--- src/rtl/seg7_scan_decoder.sv ---
// seg7_scan_decoder: reader side of a multiplexed 7-segment display.
// Samples the active-low anodes and the segment bus. A pair is committed once it
// has stayed stable for STABLE edges. It is then decoded back into the digit
// register of the selected position, and a one-cycle update pulse is raised.
module seg7_scan_decoder #(
    parameter int NDIG   = 2,
    parameter int STABLE = 4
) (
    input  logic                 clk,
    input  logic                 rst,
    input  logic [6:0]           seg_in,
    input  logic [NDIG-1:0]      an_in,
    output logic [4*NDIG-1:0]    digits_out,
    output logic [NDIG-1:0]      valid_out,
    output logic                 upd,
    output logic [2:0]           upd_idx,
    output logic                 err
);

    localparam logic [7:0] LP_STABLE = 8'(STABLE);

    logic [NDIG-1:0]   r_cap_an;
    logic [6:0]        r_cap_seg;
    logic [7:0]        r_cnt;
    logic [4*NDIG-1:0] r_digits;
    logic [NDIG-1:0]   r_valid;
    logic              r_upd;
    logic [2:0]        r_upd_idx;
    logic              r_err;

    logic [3:0]        w_zeros;
    logic [2:0]        w_idx;
    logic              w_sel;
    logic              w_same;
    logic [7:0]        w_cnt_nxt;
    logic              w_commit;
    logic              w_legal;
    logic [3:0]        w_value;

    // Count low anodes and remember which one is low; exactly one means selecting.
    always_comb begin
        w_zeros = 4'd0;
        w_idx   = 3'd0;
        for (int i = 0; i < NDIG; i++) begin
            if (!an_in[i]) begin
                w_zeros = w_zeros + 4'd1;
                w_idx   = 3'(i);
            end
        end
        w_sel = (w_zeros == 4'd1);
    end

    // Stability counter next value. A commit happens only on the edge that
    // brings the count to STABLE, so a pair held at saturation never re-commits.
    always_comb begin
        w_same    = ({an_in, seg_in} == {r_cap_an, r_cap_seg});
        w_cnt_nxt = 8'd0;
        if (w_sel) begin
            if (!w_same)
                w_cnt_nxt = 8'd1;
            else if (r_cnt < LP_STABLE)
                w_cnt_nxt = r_cnt + 8'd1;
            else
                w_cnt_nxt = r_cnt;
        end
        w_commit = w_sel && (w_cnt_nxt == LP_STABLE) &&
                   !(w_same && (r_cnt == LP_STABLE));
    end

    // Segment pattern to digit decode; all-dark is a legal blank (F).
    always_comb begin
        w_legal = 1'b1;
        w_value = 4'hF;
        case (seg_in)
            7'h3F:   w_value = 4'h0;
            7'h06:   w_value = 4'h1;
            7'h5B:   w_value = 4'h2;
            7'h4F:   w_value = 4'h3;
            7'h66:   w_value = 4'h4;
            7'h6D:   w_value = 4'h5;
            7'h7D:   w_value = 4'h6;
            7'h07:   w_value = 4'h7;
            7'h7F:   w_value = 4'h8;
            7'h6F:   w_value = 4'h9;
            7'h00:   w_value = 4'hF;
            default: w_legal = 1'b0;
        endcase
    end

    // Capture registers and stability counter.
    always_ff @(posedge clk or posedge rst) begin
        if (rst) begin
            r_cap_an  <= '0;
            r_cap_seg <= '0;
            r_cnt     <= 8'd0;
        end else begin
            r_cnt <= w_cnt_nxt;
            if (w_sel && !w_same) begin
                r_cap_an  <= an_in;
                r_cap_seg <= seg_in;
            end
        end
    end

    // Commit: update only the selected position and pulse upd/err for one cycle.
    always_ff @(posedge clk or posedge rst) begin
        if (rst) begin
            r_digits  <= '0;
            r_valid   <= '0;
            r_upd     <= 1'b0;
            r_upd_idx <= 3'd0;
            r_err     <= 1'b0;
        end else begin
            r_upd <= w_commit;
            r_err <= w_commit && !w_legal;
            if (w_commit)
                r_upd_idx <= w_idx;
            for (int i = 0; i < NDIG; i++) begin
                if (w_commit && (w_idx == 3'(i))) begin
                    r_valid[i] <= w_legal;
                    if (w_legal)
                        r_digits[4*i +: 4] <= w_value;
                end
            end
        end
    end

    assign digits_out = r_digits;
    assign valid_out  = r_valid;
    assign upd        = r_upd;
    assign upd_idx    = r_upd_idx;
    assign err        = r_err;

endmodule

--- config.mk ---
export PLATFORM = sky130hd
export DESIGN_NAME = seg7_scan_decoder
export DESIGN_NICKNAME = d
export VERILOG_FILES = /design/src/rtl/seg7_scan_decoder.sv
export SDC_FILE = /design/constraint.sdc
export NUM_CORES = 1
export LEC_CHECK = 0
export BUFFER_PORTS_ARGS = -buffer_cell sky130_fd_sc_hd__buf_2
export CAP_MARGIN = 20
export CORE_ASPECT_RATIO = 1.2
export CORE_MARGIN = 8
export CORE_UTILIZATION = 60
export CTS_CLUSTER_SIZE = 16
export DETAILED_ROUTE_END_ITERATION = 10
export PLACE_DENSITY = 0.83
export SYNTH_ARGS = -nofsm -noshare
export SYNTH_HDL_FRONTEND = slang
export SYNTH_SLANG_ARGS = --single-unit
--- constraint.sdc ---
create_clock -name clk -period 7 [get_ports clk]
set_clock_uncertainty 0.15 [all_clocks]
set_input_delay 1.05 -clock clk [delete_from_list [all_inputs] [get_ports clk]]
set_output_delay 1.05 -clock clk [all_outputs]
set_load 0.02 [all_outputs]
==> impl_metrics.json, run 1 <==
{
  "grtUsageTotal": 0.1596,
  "tightest_slew_ns": 0.7206,
  "fp-row-count": 21,
  "dr.pass1.iters": 4,
  "core_sq_um": 2759,
  "total_power_w": 0.0003330,
  "cap_violations": 0,
  "area.growth.synth_to_final_pct": 9.790,
  "crit_path_end_kind": "flip-flop",
  "slew_headroom": 0.5179,
  "antenna_cells": 0,
  "hold_path.class": "flip-flop to flip-flop",
  "critPathBufInv": 1,
  "slew_violations": 0,
  "nFillCells": 224,
  "path_cells": "buf_2, and4b_1, o21ai_0, a21oi_2, o2111ai_2, mux2_2",
  "worst_slack_ns": 4.305,
  "first_global_vias": 1379,
  "wl_per_cell_microns": 16.27,
  "rr_endpoint": "digits_out[2]",
  "antenna_found_initial": 0,
  "worstPathRequired_ns": 7.06,
  "ioPinCount": 26,
  "start_kind": "input port",
  "ys.flop_type": "dfrtp_1",
  "h-tree-depth": 2,
  "drt_wl_total_microns": 3694,
  "avgSynthCellArea_sq_um": 9.916,
  "cts_tree": "built",
  "peakVddDrop_mv": 0.1406,
  "cts_setup_buffers": 0,
  "hpwlAfterDp_microns": 2688,
  "tns_ns": 0,
  "grt_pass1_wl_microns": 6147,
  "synth_async_sr_flop_share": 1.000,
  "synth-seq-cells": 30,
  "min_period_over_period": 0.3851,
  "vias": 1382,
  "fmax_mhz": 371.0,
  "final_common_cell": "dfrtp_1",
  "hold_depth": 1,
  "cp_slowest_cell": "o21ai_0",
  "worstHoldStart": "r_cnt[5]",
  "cts_buffers": 5,
  "syn-instance-count": 174,
  "remaining_drc_errors": 0,
  "root_buffer": "clkbuf_4",
  "syn-cell-area_sq_um": 1725,
  "critPathTopFamily": "compound AO/OA/AOI/OAI gates",
  "final_layout_size_suffix_gt1_frac": 0.2487,
  "gp_congestion": 0.8773,
  "finalCriticalPeriod_ns": 2.695,
  "clock-sinks": 30,
  "crit_arrival_ns": 2.76,
  "min_to": "r_cnt[5]",
  "port-buffer-count": 23,
  "rsz0062_at_grt": "no",
  "power_density_nw_per_um2": 175.8,
  "critPathKind": "input port to flip-flop",
  "clkTransAtPathRegs_ns": 0.08,
  "final_nets": 207,
  "die_width_microns": 64.95,
  "die_height_microns": 74.74,
  "drt-initial-drc-count": 81,
  "final_area_sq_um": 1894,
  "grt_max_degree": 31,
  "power.leakage_nw": 0.8966,
  "setup_violations": 0,
  "rr_worst_depth": 7,
  "outcome": "finished clean",
  "hold_violations": 0,
  "grt-ovfl-total": 0,
  "dpl_cell_area_sq_um": 1815,
  "critical-path-max-stage-delay_ns": 0.41,
  "postCtsHoldBufs": 0,
  "clockBufferDepth": 2,
  "clock_latency_ns": 0.33,
  "ys_seq_area_frac": 0.4351,
  "pre_cts_ws_ns": 4.024,
  "cts.repair.resized": 0,
  "yosys_warnings": 0,
  "synth_edf_count": 0,
  "critPathMaxFanout": 14,
  "rrSetupSlack_ns": 4.43,
  "layout_common_cells": "dfrtp_1 (30), buf_2 (23), inv_1 (14)",
  "ant_nets": 0,
  "synth_cell_types": 54,
  "dieArea_sq_um": 4854,
  "start_util": 0.6254,
  "viasPerCell": 6.088,
  "r2r-start": "r_cnt[0]"
}
==> final cells by class <==
| class | count | area [sq um] | share of cell area |
|---|---|---|---|
| Clock buffer | 6 | 51.30 | 0.02708 |
| Inverter | 14 | 52.55 | 0.02774 |
| Multi-Input combinational cell | 119 | 854.6 | 0.4511 |
| Sequential cell | 30 | 750.7 | 0.3963 |
| Tap cell | 34 | 42.54 | 0.02246 |
| Timing Repair Buffer | 24 | 142.6 | 0.07530 |
==> power by group <==
group | internal (W) | switching [W] | total [W]
clock network | 0.0000451 | 0.0000531 | 0.0000982
registers | 0.000180 | 0.00000541 | 0.000186
logic | 0.0000191 | 0.0000301 | 0.0000492
==> flip-flops by register name, summed over array words and instances (netlist names) <==
name        flops
upd             1
valid_out       2
r_cnt           8
upd_idx         1
digits_out      8
err             1
r_cap_seg       7
r_cap_an        2
==> synthesized netlist by cell type (2+ instances only) <==
master	n	area share
dfrtp_1	30	0.44
inv_1	14	0.030
nor2_1	10	0.022
o21ai_0	10	0.029
a21oi_1	9	0.026
xor2_1	9	0.046
mux2_2	7	0.046
nand2_1	7	0.015
buf_2	6	0.017
nor3_1	6	0.017
and2_1	5	0.018
and3_1	4	0.015
nor2b_1	4	0.015
buf_4	3	0.013
nor4_1	3	0.011
a211o_1	2	0.010
a22oi_1	2	0.0087
clkbuf_1	2	0.0044
ha_1	2	0.015
mux2i_1	2	0.012
nand2b_1	2	0.0073
nand3_1	2	0.0058
o2111ai_2	2	0.017
==> worst max-delay path by stage <==
stage                         start             to  slack [ns]  cells past startpoint
after floorplan           seg_in[4]  digits_out[5]        4.32                      6
final                     seg_in[6]  digits_out[5]        4.30                      6
after detailed placement  seg_in[1]  digits_out[5]        4.02                      6
after CTS                 seg_in[6]  digits_out[5]        4.37                      6
after global placement    seg_in[6]  digits_out[5]        4.09                      6
after global routing       r_cnt[0]   valid_out[1]        4.23                      7
==> cell families (layout without fill, tap and decap cells) <==
family	Yosys count	count (layout)	synth area share
flip-flops	30	30	0.4351
other	1	2	0.002173
AND/OR/NAND/NOR	55	55	0.1907
AO/OA/AOI/OAI	40	40	0.1719
adder cells (fa/ha/maj)	3	3	0.02030
XOR/XNOR	10	10	0.05076
buffers and inverters	26	44	0.07179
multiplexers	9	9	0.05729
==> per-layer routing <==
layer / vias up / part of all wire / wire length, microns / global-route usage
met5: - / 0 / 0 / 0
met4: 0 / 0.017 / 63 / 0.06796
met3: 9 / 0.057 / 211 / 0.05357
met2: 42 / 0.50 / 1857 / 0.2688
met1: 680 / 0.42 / 1561 / 0.1820
li1: 651 / - / - / -
==> metrics by stage <==
step,hold slack (ns),cells,utilization
finish,0.3317,227,0.6866
global route,0.3716,227,0.6866
CTS,0.3366,226,0.6766
detailed placement,0.3131,220,0.6581
global placement,0.3154,220,0.6581
floorplan,0.2937,175,-
Power figures use the tool's default switching activity.
==> run 2, diff against run 1 <==
--- a/config.mk
+++ b/config.mk
@@ -5,14 +5,15 @@
 export SDC_FILE = /design/constraint.sdc
 export NUM_CORES = 1
 export LEC_CHECK = 0
+export ABC_AREA = 1
 export BUFFER_PORTS_ARGS = -buffer_cell sky130_fd_sc_hd__buf_2
 export CAP_MARGIN = 20
 export CORE_ASPECT_RATIO = 1.2
 export CORE_MARGIN = 8
-export CORE_UTILIZATION = 60
+export CORE_UTILIZATION = 56
 export CTS_CLUSTER_SIZE = 16
 export DETAILED_ROUTE_END_ITERATION = 10
-export PLACE_DENSITY = 0.83
+export PLACE_DENSITY = 0.79
 export SYNTH_ARGS = -nofsm -noshare
 export SYNTH_HDL_FRONTEND = slang
 export SYNTH_SLANG_ARGS = --single-unit
==> constraint.sdc (replaced) <==
create_clock -name clk -period 2.5 [get_ports clk]
set_clock_uncertainty 0.15 [all_clocks]
set_input_delay 0.375 -clock clk [delete_from_list [all_inputs] [get_ports clk]]
set_output_delay 0.375 -clock clk [all_outputs]
set_load 0.02 [all_outputs]
==> impl_metrics.json, run 2 <==
{
  "worstPathRequired_ns": 2.57,
  "core_sq_um": 2973,
  "power_density_nw_per_um2": 537.1,
  "setup_violations": 0,
  "grt-ovfl-total": 0,
  "viasPerCell": 5.173,
  "avgSynthCellArea_sq_um": 7.376,
  "p_sw_frac": 0.2638,
  "dpl_cell_area_sq_um": 1828,
  "hold_violations": 0,
  "cts_setup_buffers": 0,
  "hold_depth": 3,
  "ioPinCount": 26,
  "worstHoldStart": "seg_in[0]",
  "drt-initial-drc-count": 128,
  "synth.area.mux_share": 0,
  "clkTransAtPathRegs_ns": 0.10,
  "first_global_vias": 1553,
  "synth_top_family_by_area": "simple AND/OR/NAND/NOR gates",
  "clock-sinks": 30,
  "area.growth.synth_to_final_pct": 13.41,
  "hold_path.class": "input port to flip-flop",
  "cap_violations": 0,
  "grtUsageTotal": 0.1651,
  "synth-seq-cells": 30,
  "critPathBufInv": 0,
  "ys_seq_area_frac": 0.4444,
  "power_switching_w": 0.0002714,
  "synthAdderAreaFrac": 0.01481,
  "rr_endpoint": "digits_out[2]",
  "start_kind": "flip-flop",
  "syn-instance-count": 229,
  "slew_violations": 0,
  "start_util": 0.5682,
  "pre_cts_ws_ns": 0.4324,
  "seq_power_share": 0.506,
  "antenna_found_initial": 0,
  "fmax_mhz": 471.3,
  "crit_path_end_kind": "flip-flop",
  "synth_edf_count": 0,
  "synth_common_cells": "nand2_1 (70), dfrtp_1 (30), nor2_1 (30)",
  "min_to": "r_cap_seg[0]",
  "synth_async_sr_flop_share": 1.000,
  "critPathMaxFanout": 6,
  "drt_wl_total_microns": 3723,
  "crit_arrival_ns": 2.19,
  "synth_cell_types": 28,
  "synth_area_leaders": "dfrtp_1 (44%), nand2_1 (16%), nor2_1 (6.7%), inv_1 (5.8%), nand3_1 (5.0%)",
  "gp_congestion": 0.8682,
  "rrSetupSlack_ns": 0.38,
  "clock_latency_ns": 0.33,
  "grt_pass1_wl_microns": 6644,
  "finalCriticalPeriod_ns": 2.122,
  "root_buffer": "clkbuf_4",
  "yosysTopAreaCell": "dfrtp_1",
  "synth_compound_area_frac": 0.06593,
  "fp-row-count": 22,
  "hpwlAfterDp_microns": 2909,
  "yosys.area_share.simple": 0.3704,
  "critical-path-max-stage-delay_ns": 0.39,
  "final_common_cell": "nand2_1",
  "clockBufferDepth": 2,
  "slew_headroom": 0.6656,
  "tightest_slew_ns": 0.5011,
  "comb_power_share": 0.127,
  "yosys_warnings": 0,
  "synthXorXnorAreaFrac": 0.02074,
  "final_nets": 270,
  "tns_ns": 0,
  "port-buffer-count": 23,
  "final_layout_size_suffix_gt1_frac": 0.1628,
  "clkPwrFrac": 0.367,
  "dieArea_sq_um": 5037,
  "rsz0062_at_grt": "no",
  "path_cells": "nor2_2, nand2_1, o21bai_1, nand3_1, nor2_1, nand3_1, nor2_1, a21oi_1",
  "remaining_drc_errors": 0,
  "peakVddDrop_mv": 0.4964,
  "yosysMostFrequentCell": "nand2_1",
  "internal-power_w": 0.0007575,
  "h-tree-depth": 2,
  "vias": 1521,
  "antenna_cells": 0,
  "layout_common_cells": "nand2_1 (70), nor2_1 (30), dfrtp_1 (30)",
  "final_core_util": 0.6444,
  "synth_top_area_share": 0.4444,
  "wl_per_cell_microns": 12.66,
  "die_height_microns": 76.16,
  "grt_max_degree": 31,
  "worst_slack_ns": 0.3781,
  "syn-cell-area_sq_um": 1689,
  "rr_worst_depth": 8,
  "ant_nets": 0,
  "r2r-start": "r_cnt[4]",
  "ys.flop_type": "dfrtp_1",
  "outcome": "finished clean",
  "critPathKind": "flip-flop to flip-flop",
  "cp_slowest_cell": "dfrtp_1",
  "critPathTopFamily": "simple AND/OR/NAND/NOR gates",
  "final_area_sq_um": 1916,
  "power.leakage_nw": 1.084,
  "cts_buffers": 5,
  "dr.pass1.iters": 4,
  "cts_tree": "built",
  "die_width_microns": 66.14,
  "min_period_over_period": 0.8488
}
run 2: cell types whose count changed after synthesis, sizes merged, moves of 5 or more:
| cell | delta |
|---|---|
| xor2 | -9 |
| nand4 | +5 |
| nor2 | +26 |
| inv | +13 |
| nand3 | +16 |
| and2 | -5 |
| buf | -6 |
| a21oi | -6 |
| nand2 | +64 |
| mux2 | -7 |
run 2: routing by layer:
layer	GRT usage	wire [microns]
met5	0	0
met4	0.07923	105
met3	0.03529	112
met2	0.2894	1942
met1	0.1781	1562
run 2: per-stage QoR:
stage	hold WS, ns	power [W]	instances
2_1_floorplan	0.3138	0.0006266	230
3_3_place_gp	0.3073	0.0006569	285
3_5_place_dp	0.3142	0.0006606	285
4_1_cts	0.1956	0.001037	294
5_1_grt	0.2196	0.001090	294
6_report	0.2084	0.001029	294
run 2: power by group through the flow:
stage	combinational [W]	sequential, W	clock (W)
final	0.000131	0.000520	0.000378
after detailed placement	0.000131	0.000530	0
after global placement	0.000128	0.000529	0
after CTS	0.000133	0.000520	0.000383
after floorplan	0.000100	0.000526	0
after global routing	0.000153	0.000524	0.000414
run 2: how the worst max path moves through the flow:
stage                    from            end  slack (ns)  depth (start not counted)
global placement     r_cnt[4]  digits_out[3]        0.49                          8
finish               r_cnt[4]  digits_out[2]        0.38                          8
floorplan           seg_in[1]  digits_out[1]        0.78                          9
detailed placement   r_cnt[4]  digits_out[2]        0.43                          8
CTS                  r_cnt[4]  digits_out[2]        0.42                          8
global route         r_cnt[4]  digits_out[3]        0.30                          8
run 2: what timing repair did:
action	in CTS	in global routing
resized for setup	0	0
endpoints found under the hold margin	30	0
hold buffers	1	0
endpoints found under the setup margin	0	0
run 2: cell type report:
cell class / instances / area, sq um
Fill cell: 292 / 1057
Multi-Input combinational cell: 167 / 804.5
Sequential cell: 30 / 750.7
Timing Repair Buffer: 25 / 132.6
Inverter: 28 / 105.1
Tap cell: 36 / 45.04
Clock inverter: 3 / 40.04
Clock buffer: 5 / 37.54
run 2: cell families after synthesis:
| kind of cell | count (synthesis) |
|---|---|
| DFF | 30 |
| buffers and inverters | 33 |
| and+or+nand+nor | 140 |
| xor gates and xnor gates | 4 |
| other | 1 |
| adders and majority gates | 2 |
| AOI/OAI and AO/OA | 19 |
run 2: worst reg2reg max path: cells and delay by family, from the launching register on:
| family | cells | cell delay [ns] |
|---|---|---|
| flops | 1 | 0.39 |
| simple gates | 6 | 1.24 |
| compound gates | 2 | 0.24 |
==> run 3, diff against run 2 <==
==> constraint.sdc (replaced) <==
create_clock -name clk -period 2.1 [get_ports clk]
set_clock_uncertainty 0.15 [all_clocks]
set_input_delay 0.315 -clock clk [delete_from_list [all_inputs] [get_ports clk]]
set_output_delay 0.315 -clock clk [all_outputs]
set_load 0.02 [all_outputs]
==> impl_metrics.json, run 3 (synthesis gave the netlist of run 2 again) <==
{
  "cts_buffers": 5,
  "port-buffer-count": 23,
  "drt_wl_total_microns": 3578,
  "first_global_vias": 1464,
  "worstPathRequired_ns": 2.17,
  "numPlacedInstances": 285,
  "power.leakage_nw": 1.084,
  "viasPerCell": 5.051,
  "critPathKind": "flip-flop to flip-flop",
  "slew_violations": 0,
  "finalCriticalPeriod_ns": 1.835,
  "clock-sinks": 30,
  "vias": 1485,
  "min_period_over_period": 0.8737,
  "grt_max_degree": 31,
  "ioPinCount": 26,
  "peakVddDrop_mv": 0.4869,
  "area.growth.synth_to_final_pct": 14.15,
  "grt_pass1_wl_microns": 6279,
  "remaining_drc_errors": 0,
  "fmax_mhz": 545.0,
  "dpl_cell_area_sq_um": 1828,
  "fp-row-count": 22,
  "hold_path.class": "input port to flip-flop",
  "outcome": "finished clean",
  "nFillCells": 292,
  "ant_nets": 0,
  "h-tree-depth": 2,
  "rsz0062_at_grt": "no",
  "register_area_sq_um": 750.7,
  "multiInputGateArea_sq_um": 817.0,
  "core_sq_um": 2973,
  "clockBufferDepth": 2,
  "dieArea_sq_um": 5037,
  "crit_path_end_kind": "flip-flop",
  "critPathMaxFanout": 6,
  "tns_ns": 0,
  "final_core_util": 0.6486,
  "grt-ovfl-total": 0,
  "final_common_cell": "nand2_1",
  "clock_latency_ns": 0.33,
  "die_width_microns": 66.14,
  "wl_per_cell_microns": 12.17,
  "cts_tree": "built",
  "die_height_microns": 76.16,
  "root_buffer": "clkbuf_4",
  "cap_violations": 0,
  "final_area_sq_um": 1928,
  "setup_violations": 0,
  "grtUsageTotal": 0.1577,
  "gp_congestion": 0.8980,
  "layout_common_cells": "nand2_1 (70), dfrtp_1 (30), nor2_1 (29)",
  "hpwlAfterDp_microns": 2807,
  "start_kind": "flip-flop",
  "final_layout_size_suffix_gt1_frac": 0.1705,
  "antenna_cells": 0,
  "clkTransAtPathRegs_ns": 0.09,
  "power_density_nw_per_um2": 632.9,
  "antenna_found_initial": 0,
  "final_nets": 270,
  "hold_violations": 0,
  "dr.pass1.iters": 4,
  "start_util": 0.5682,
  "drt-initial-drc-count": 39,
  "instances_no_fill": 294,
  "crit_arrival_ns": 1.90
}
run 3: path summary, 6_finish.rpt:
path,startpoint,endpoint,slack [ns],depth (start not counted)
hold / removal,seg_in[1],r_cap_seg[1],0.15,3
min in group asynchronous,rst,upd,0.45,4
max in group asynchronous,rst,r_cap_seg[2],1.08,4
setup reg to reg,r_cnt[4],digits_out[7],0.27,8
hold reg to reg,digits_out[7],digits_out[7],0.33,2
setup / recovery,r_cnt[4],digits_out[7],0.27,8
run 3: critical path, cell delays in order, from the launching register on:
cell and delay [ns]:
dfrtp_1 0.40, nor2_2 0.23, nand2_1 0.08, o21bai_1 0.18
nand3_1 0.14, nor2_4 0.16, nand4_1 0.21, nand2_1 0.12
nand2_1 0.05
run 3: timing repair:
action,CTS,global route
gates resized for setup,0,3
endpoints found under the hold margin,30,0
hold buffers,1,0
endpoints found under the setup margin,0,11
buffers inserted,0,0
run 3: through the flow:
stage	hold WS [ns]	power [W]	worst slack (ns)
after floorplan	0.2558	0.0007460	0.4155
after global placement	0.2484	0.0007814	0.1326
after detailed placement	0.2651	0.0007854	0.1028
after CTS	0.1406	0.001236	0.07835
after global routing	0.1722	0.001286	0.02067
final	0.1545	0.001220	0.2651
run 3: final cells by class:
cell class | instances | area share
clock buffer | 5 | 0.01947
clock inverter | 3 | 0.02077
inverter | 28 | 0.05451
multi-input combinational | 167 | 0.4238
sequential | 30 | 0.3894
tap | 36 | 0.02336
timing repair buffer | 25 | 0.06879
run 3: report_power, final:
group,total [W],internal [W],switching (W)
combinational,0.000156,0.0000540,0.000102
clock,0.000444,0.000246,0.000197
sequential,0.000621,0.000602,0.0000191
total,0.00122,0.000902,0.000318
run 3: metal layers:
layer | global-route usage | wire, microns
met5 | 0 | 0
met4 | 0.08779 | 72
met3 | 0.03971 | 82
met2 | 0.2614 | 1852
met1 | 0.1753 | 1570
